[config.mk]
export PLATFORM = sky130hd
export DESIGN_NAME = mole_round_ctrl
export DESIGN_NICKNAME = d
export VERILOG_FILES = /design/src/rtl/mole_round_ctrl.sv
export SDC_FILE = /design/constraint.sdc
export NUM_CORES = 1
export LEC_CHECK = 0
export CAP_MARGIN = 20
export CORE_MARGIN = 1.5
export CORE_UTILIZATION = 49
export DETAILED_ROUTE_END_ITERATION = 16
export GPL_TIMING_DRIVEN = 0
export PLACE_DENSITY_LB_ADDON = 0.2
export SLEW_MARGIN = 5
export SYNTH_ARGS = -nofsm -noshare
export SYNTH_HDL_FRONTEND = slang
export SYNTH_SLANG_ARGS = --single-unit
[constraint.sdc]
create_clock -name clk -period 1.9 [get_ports clk]
set_input_delay 0.475 -clock clk [delete_from_list [all_inputs] [get_ports clk]]
set_output_delay 0.475 -clock clk [all_outputs]
set_load 0.02 [all_outputs]
[src/rtl/mole_round_ctrl.sv]
`default_nettype none
//------------------------------------------------------------------------------
// Module  : mole_round_ctrl
// Brief   : Whack-a-mole round controller with LFSR mole placement, scoring,
//           lives and optional speed-up (compiled in with MOLE_SPEEDUP_EN).
// Revision: 1.0 - initial release
//------------------------------------------------------------------------------
module mole_round_ctrl #(
  parameter int INIT_INTERVAL = 5,
  parameter int MIN_INTERVAL  = 1,
  parameter int START_LIVES   = 3,
  parameter int LEVEL_HITS    = 4
) (
  input  logic       clk,
  input  logic       rst_n,
  input  logic       start,
  input  logic [3:0] btn,
  input  logic       tmr_timeout,
  output logic       tmr_rst_n,
  output logic [2:0] tmr_interval,
  output logic       tmr_dir,
  output logic [3:0] mole,
  output logic [7:0] score,
  output logic [1:0] lives,
  output logic       game_over
);

  localparam logic [2:0] S_IDLE = 3'd0;
  localparam logic [2:0] S_ARM  = 3'd1;
  localparam logic [2:0] S_UP   = 3'd2;
  localparam logic [2:0] S_HIT  = 3'd3;
  localparam logic [2:0] S_MISS = 3'd4;
  localparam logic [2:0] S_OVER = 3'd5;

  if (INIT_INTERVAL < 1 || INIT_INTERVAL > 7 || MIN_INTERVAL < 1 ||
      MIN_INTERVAL > INIT_INTERVAL || START_LIVES < 1 || START_LIVES > 3 ||
      LEVEL_HITS < 1) begin : g_bad_cfg
    $error("mole_round_ctrl: parameter out of range");
  end

  logic [2:0] r_state;
  logic [2:0] w_next;
  logic       r_tmr_rst_n;
  logic [7:0] r_lfsr;
  logic [1:0] r_idx;
  logic [1:0] w_idx;
  logic [3:0] w_onehot;
  logic [7:0] r_score;
  logic [1:0] r_lives;
  logic [2:0] w_interval;
  logic       w_start_game;

  assign w_start_game = start && (r_state == S_IDLE || r_state == S_OVER);
  assign w_onehot     = 4'b0001 << r_idx;
  // Never place the mole in the same hole twice in a row.
  assign w_idx        = (r_lfsr[1:0] == r_idx) ? r_lfsr[1:0] + 2'd1 : r_lfsr[1:0];

  // State register; timer restart is registered so it is low during reset and ARM.
  always_ff @(posedge clk) begin
    if (!rst_n) begin
      r_state     <= S_IDLE;
      r_tmr_rst_n <= 1'b0;
    end else begin
      r_state     <= w_next;
      r_tmr_rst_n <= (w_next != S_ARM);
    end
  end

  always_comb begin
    w_next = r_state;
    case (r_state)
      S_IDLE, S_OVER: if (start) w_next = S_ARM;
      S_ARM:          w_next = S_UP;
      S_UP: begin
        if (btn != 4'd0)      w_next = (btn == w_onehot) ? S_HIT : S_MISS;
        else if (tmr_timeout) w_next = S_MISS;
      end
      S_HIT:          w_next = S_ARM;
      S_MISS:         w_next = (r_lives <= 2'd1) ? S_OVER : S_ARM;
      default:        w_next = S_IDLE;
    endcase
  end

  always_comb begin
    mole      = 4'd0;
    game_over = 1'b0;
    if (r_state == S_UP)   mole      = w_onehot;
    if (r_state == S_OVER) game_over = 1'b1;
  end

  always_ff @(posedge clk) begin
    if (!rst_n) begin
      r_lfsr <= 8'h5A;
      r_idx  <= 2'd0;
    end else begin
      r_lfsr <= {r_lfsr[6:0], r_lfsr[7] ^ r_lfsr[5] ^ r_lfsr[4] ^ r_lfsr[3]};
      if (r_state == S_ARM) r_idx <= w_idx;
    end
  end

  always_ff @(posedge clk) begin
    if (!rst_n) begin
      r_score <= 8'd0;
      r_lives <= 2'd0;
    end else if (w_start_game) begin
      r_score <= 8'd0;
      r_lives <= 2'(START_LIVES);
    end else if (r_state == S_HIT) begin
      if (r_score != 8'hFF) r_score <= r_score + 8'd1;
    end else if (r_state == S_MISS) begin
      r_lives <= r_lives - 2'd1;
    end
  end

`ifdef MOLE_SPEEDUP_EN
  localparam int c_HW = $clog2(LEVEL_HITS + 1);

  logic [c_HW-1:0] r_hits;
  logic [2:0]      r_interval;

  // The shortened interval is picked up by the timer restart in the following ARM.
  always_ff @(posedge clk) begin
    if (!rst_n) begin
      r_hits     <= '0;
      r_interval <= 3'(INIT_INTERVAL);
    end else if (w_start_game) begin
      r_hits     <= '0;
      r_interval <= 3'(INIT_INTERVAL);
    end else if (r_state == S_HIT) begin
      if (r_hits == c_HW'(LEVEL_HITS - 1)) begin
        r_hits <= '0;
        if (r_interval > 3'(MIN_INTERVAL)) r_interval <= r_interval - 3'd1;
      end else begin
        r_hits <= r_hits + 1'b1;
      end
    end
  end

  assign w_interval = r_interval;
`else
  assign w_interval = 3'(INIT_INTERVAL);
`endif

  assign tmr_rst_n    = r_tmr_rst_n;
  assign tmr_interval = w_interval;
  assign tmr_dir      = 1'b0;
  assign score        = r_score;
  assign lives        = r_lives;

endmodule
`default_nettype wire

[Word level (Yosys, flattened, before mapping)]
Index checks and enable logic that the tools add are counted.
Operators by class
  multiplexer cells: 12
  reduce and logical (&&, ||, !) cells: 9
  shifts and indexed selects: 1
  $lt $le $gt $ge: 1
  eq/ne operators: 10
  bitwise operators: 4
  $add $sub $neg: 3
Operators with widths (count)
  3-bit 2-to-1 mux: 5
  3-bit one-hot mux with 5 select lines: 1
  8-bit by 1-bit adder with 8-bit output (second input constant): 1
  2-bit 2-to-1 mux: 4
  8-bit != test (second input constant): 1
  3-bit by 2-bit == test with 1-bit output (second input constant): 2
  3-bit == test (second input constant): 2
  4-bit == test: 1
  4-bit 2-to-1 mux: 1
  2-bit AND reduction: 2
  4-bit nonzero test: 1
  2-bit OR reduction: 2
  1-bit by 2-bit left shift with 4-bit output (first input constant): 1
  3-bit by 1-bit == test with 1-bit output (second input constant): 1
  3-bit logical NOT: 1
  3-bit by 1-bit != test with 1-bit output (second input constant): 1
  1-bit XOR: 3
  2-bit by 1-bit adder with 2-bit output (second input constant): 1
  2-bit == test: 1
  2-bit by 1-bit <= comparator with 1-bit output (second input constant): 1
  2-bit != test (second input constant): 1
  2-bit nonzero test: 1
  2-bit by 1-bit subtractor with 2-bit output (second input constant): 1
  1-bit logical AND: 1
  3 further kinds: 3
Word-level totals
  logic and storage cells: 46
  register bits after elaboration: 24

[Logic depth before layout (Yosys ltp)]
  depth in word-level cells: 6
  depth in mapped cells: 5
  gate-level depth less buffers: 5

[Worst setup path before layout]
OpenSTA, ideal clock, no wires.
  path kind: register to output
  start: register r_state[1]
  end: output port mole[1]
  data required time: 1425 ps
  slack: 31 ps
  cell stages (with the launch flop): 3
  arrival time: 1394 ps
  cells stage by stage: dfxtp_1 or3b_4 nor3b_1
Between the ends
  word-level cells in the longest chain between the ends: 2
Ends and longest elaborated chain
  from (decl): RTL line 41  | logic [2:0] r_state;
  from (signal assigned): RTL line 64  | r_state <= w_next;
  3-bit by 2-bit == test with 1-bit output: RTL line 87  | if (r_state == S_UP) mole = w_onehot;
  4-bit 2-to-1 mux: RTL line 87
  to (decl): RTL line 22  | output logic [3:0] mole,
Every way passes these cells.

[Worst setup path after layout]
  start: register r_state[0]
  end: output port mole[2]
The elaborated chain is that of the path after synthesis.

==> results.sh <==
export IMPL_max_freq_mhz=509
export IMPL_holdWs_ps=425
export IMPL_failed_checks="negative setup slack"
export IMPL_syn_area_um2=1240
export IMPL_dp_cells=191
export IMPL_dp_slack_ps=-363
export IMPL_ant_nets=0
export IMPL_gr_total_overflow=0
export IMPL_final_cells=198
export IMPL_synthCells=136
export IMPL_p_int_uw=853
export IMPL_io_pins=28
export IMPL_reg2reg_from="r_state[1]$_SDFF_PN0_"
export IMPL_drv_cap=0
export IMPL_dieWidth_um=53.3
export IMPL_grt_max_degree=15
export IMPL_pwr_share_comb_pct=18.6
export IMPL_wl_per_cell_um=12.6
export IMPL_nets=179
export IMPL_die_h_um=53.3
export IMPL_antennaDiodeCount=0
export IMPL_grt_pass1_vias=930
export IMPL_n_fill_cell=207
export IMPL_yosysSeqAreaShare_pct=38.8
export IMPL_p_sw_uw=291
export IMPL_cts_buffers=3
export IMPL_coreArea_um2=2430
export IMPL_clk_path_buf_depth=2
export IMPL_syn_area_per_cell_um2=9.11
export IMPL_holdPathStages=1
export IMPL_antenna_found_initial=0
export IMPL_cts_tree="yes"
export IMPL_cp_max_fo=4
export IMPL_setup_ws_ps=-64.8
export IMPL_synthToLayoutAreaGrowth_pct=29.2
export IMPL_grt_pass1_wl_mm=3.98
export IMPL_cp_cell_sequence="or3b_4, inv_2, nand2_1, nor2_1, buf_4"
export IMPL_powerDensity_nw_per_um2=715
export IMPL_synth_top_area_share_pct=38.8
export IMPL_synth_edf_count=0
export IMPL_fin_tns_setup_ps=-117
export IMPL_period_share_pct=103
export IMPL_critPathArrivalTime_ps=1490
export IMPL_finalMaxSlewViolations=0
export IMPL_slowest_stage="or3b_4"
export IMPL_reg2reg_to="r_idx[1]$_SDFFE_PN0N_"
export IMPL_p_leak_nw=0.675
export IMPL_endpoint_kind="primary output"
export IMPL_dpl_hpwl_mm=1.81
export IMPL_worst_setup_path_start_kind="flop"
export IMPL_setup_viol=4
export IMPL_yosysWarnings=0
export IMPL_p_clk_share_pct=32.9
export IMPL_synthFlopType="dfxtp_1"
export IMPL_root_buffer="clkbuf_4"
export IMPL_async_reset_ff_share_pct=0
export IMPL_min_from="r_lfsr[2]$_SDFF_PN0_"
export IMPL_reg2reg_slack_ps=230
export IMPL_synth_most_common_cell="dfxtp_1"
export IMPL_rsz0062_at_grt="yes"
export IMPL_cts_sinks=24
export IMPL_synth_seq_cells=24
export IMPL_min_period_ps=1960
export IMPL_std_cell_rows=18
export IMPL_path_class="reg -> out"
export IMPL_viasPerCell=5.40
export IMPL_power_total_mw=1.14
export IMPL_initial_utilization_pct=50.9
export IMPL_hold_viol=0
export IMPL_hold_path_class="reg -> reg"
export IMPL_finalClockSkew_ps=4.28
export IMPL_drtPass1Iterations=4
export IMPL_outcome="complete, but fails checks"
export IMPL_routed_wl_mm=2.49
export IMPL_relSlewSlack_pct=55.0
export IMPL_yosysUniqueCellTypes=47
export IMPL_drt_iter0_markers=13
export IMPL_p_seq_share_pct=48.5
export IMPL_reg2reg_depth=5
export IMPL_gp_congestion=0.735
export IMPL_synth_area_leaders="dfxtp_1 39%, xnor2_1 4.9%, a21oi_1 3.6%"
export IMPL_ctsHoldBuffers=0
export IMPL_min_to="r_lfsr[3]$_SDFF_PN1_"
export IMPL_yosysTopAreaCell="dfxtp_1"
export IMPL_p_sw_share_pct=25.4
export IMPL_synth_common_cells="24 x dfxtp_1, 11 x nor2_1, 9 x a21oi_1"
export IMPL_grt_total_usage_pct=19.2
export IMPL_via_count=1070
export IMPL_max_stage_delay_ps=420
export IMPL_htree_levels=1
export IMPL_drive_gt1_share_pct=22.0
export IMPL_cp_required_ps=1420
export IMPL_clk_insertion_delay_late_ps=320
export IMPL_tightest_slew_ps=673
export IMPL_peakVddDrop_mv=0.573
export IMPL_io_buffers=23
export IMPL_route_detailed_drc=0
export IMPL_clkTransAtPathRegs_ps=140
export IMPL_die_area_um2=2840
## sequential cells by signal (all words and copies together), names as in the netlist
signal,flops
r_idx,2
lives,2
r_lfsr,8
r_state,3
score,8
tmr_rst_n,1
## through the flow
stage               area, um^2  util (%)
finish                    1600      65.8
global placement          1510      62.2
global route              1600      65.8
detailed placement        1510      62.2
CTS                       1600      65.6
floorplan                 1250         -
## cell usage in the layout, fill, tap and decap left out, types with 4 or more instances in the layout
master	count
dfxtp_1	19
clkdlybuf4s50_1	15
nor2_1	11
buf_4	11
a21oi_1	9
xnor2_1	7
nand2_1	6
nand2b_1	6
inv_1	5
buf_2	4
and2_1	4
nand3_1	4
conb_1	4
## worst max-delay path: cells and delay by family, from the launching register on
kind	cells	cell delay (ps)
buffers and inverters	2	230
and+or+nand+nor	3	570
DFF	1	370
## area by class of cell
class / instances / area, um^2 / area share [%]
multi-input combinational: 99 / 692 / 43.2
sequential: 24 / 494 / 30.9
timing repair buffer: 28 / 258 / 16.1
buffer: 7 / 43.8 / 2.74
tap: 30 / 37.5 / 2.35
clock inverter: 1 / 30.0 / 1.88
clock buffer: 3 / 22.5 / 1.41
inverter: 6 / 22.5 / 1.41
## power groups by stage
stage	Clock [mW]	Combinational, mW	Sequential, mW
finish	0.376	0.213	0.555
global route	0.397	0.234	0.559
detailed placement	0	0.205	0.567
CTS	0.379	0.213	0.555
global placement	0	0.196	0.566
floorplan	0	0.133	0.573
## routing by layer
layer | GRT usage, % | routed length [um] | vias up
met5 | 0 | 0 | -
met4 | 5.13 | 19 | 0
met3 | 3.39 | 91 | 2
met2 | 35.0 | 1210 | 22
met1 | 22.8 | 1170 | 510
li1 | - | - | 536
## worst max path at each step
stage | from | endpoint | slack [ps]
2_1_floorplan | r_state[1]$_SDFF_PN0_ | mole[1] | 30
3_3_place_gp | r_state[1]$_SDFF_PN0_ | mole[3] | -310
3_5_place_dp | r_state[1]$_SDFF_PN0_ | mole[2] | -360
4_1_cts | r_state[2]$_SDFF_PN0_ | mole[2] | -100
5_1_grt | r_state[0]$_SDFF_PN0_ | mole[2] | -140
6_report | r_state[0]$_SDFF_PN0_ | mole[2] | -60
## cell families (layout without fill, tap and decap cells)
logic type	count (synthesis)	in the layout	synth area share [%]
other cells	2	4	0.606
mux	3	3	2.42
buf+inv	15	45	6.36
flops	24	24	38.8
xor+xnor	8	8	5.66
compound gates	27	27	16.7
simple gates	55	55	27.5
fa+ha+maj	2	2	2.02
## what timing repair did
action                                  in CTS  in global routing
buffers inserted                             5                  0
pin swaps                                    3                  2
endpoints found under the hold margin        0                  0
endpoints found under the setup margin       8                  6
resized for setup                           37                  2
Power figures use the tool's default switching activity.
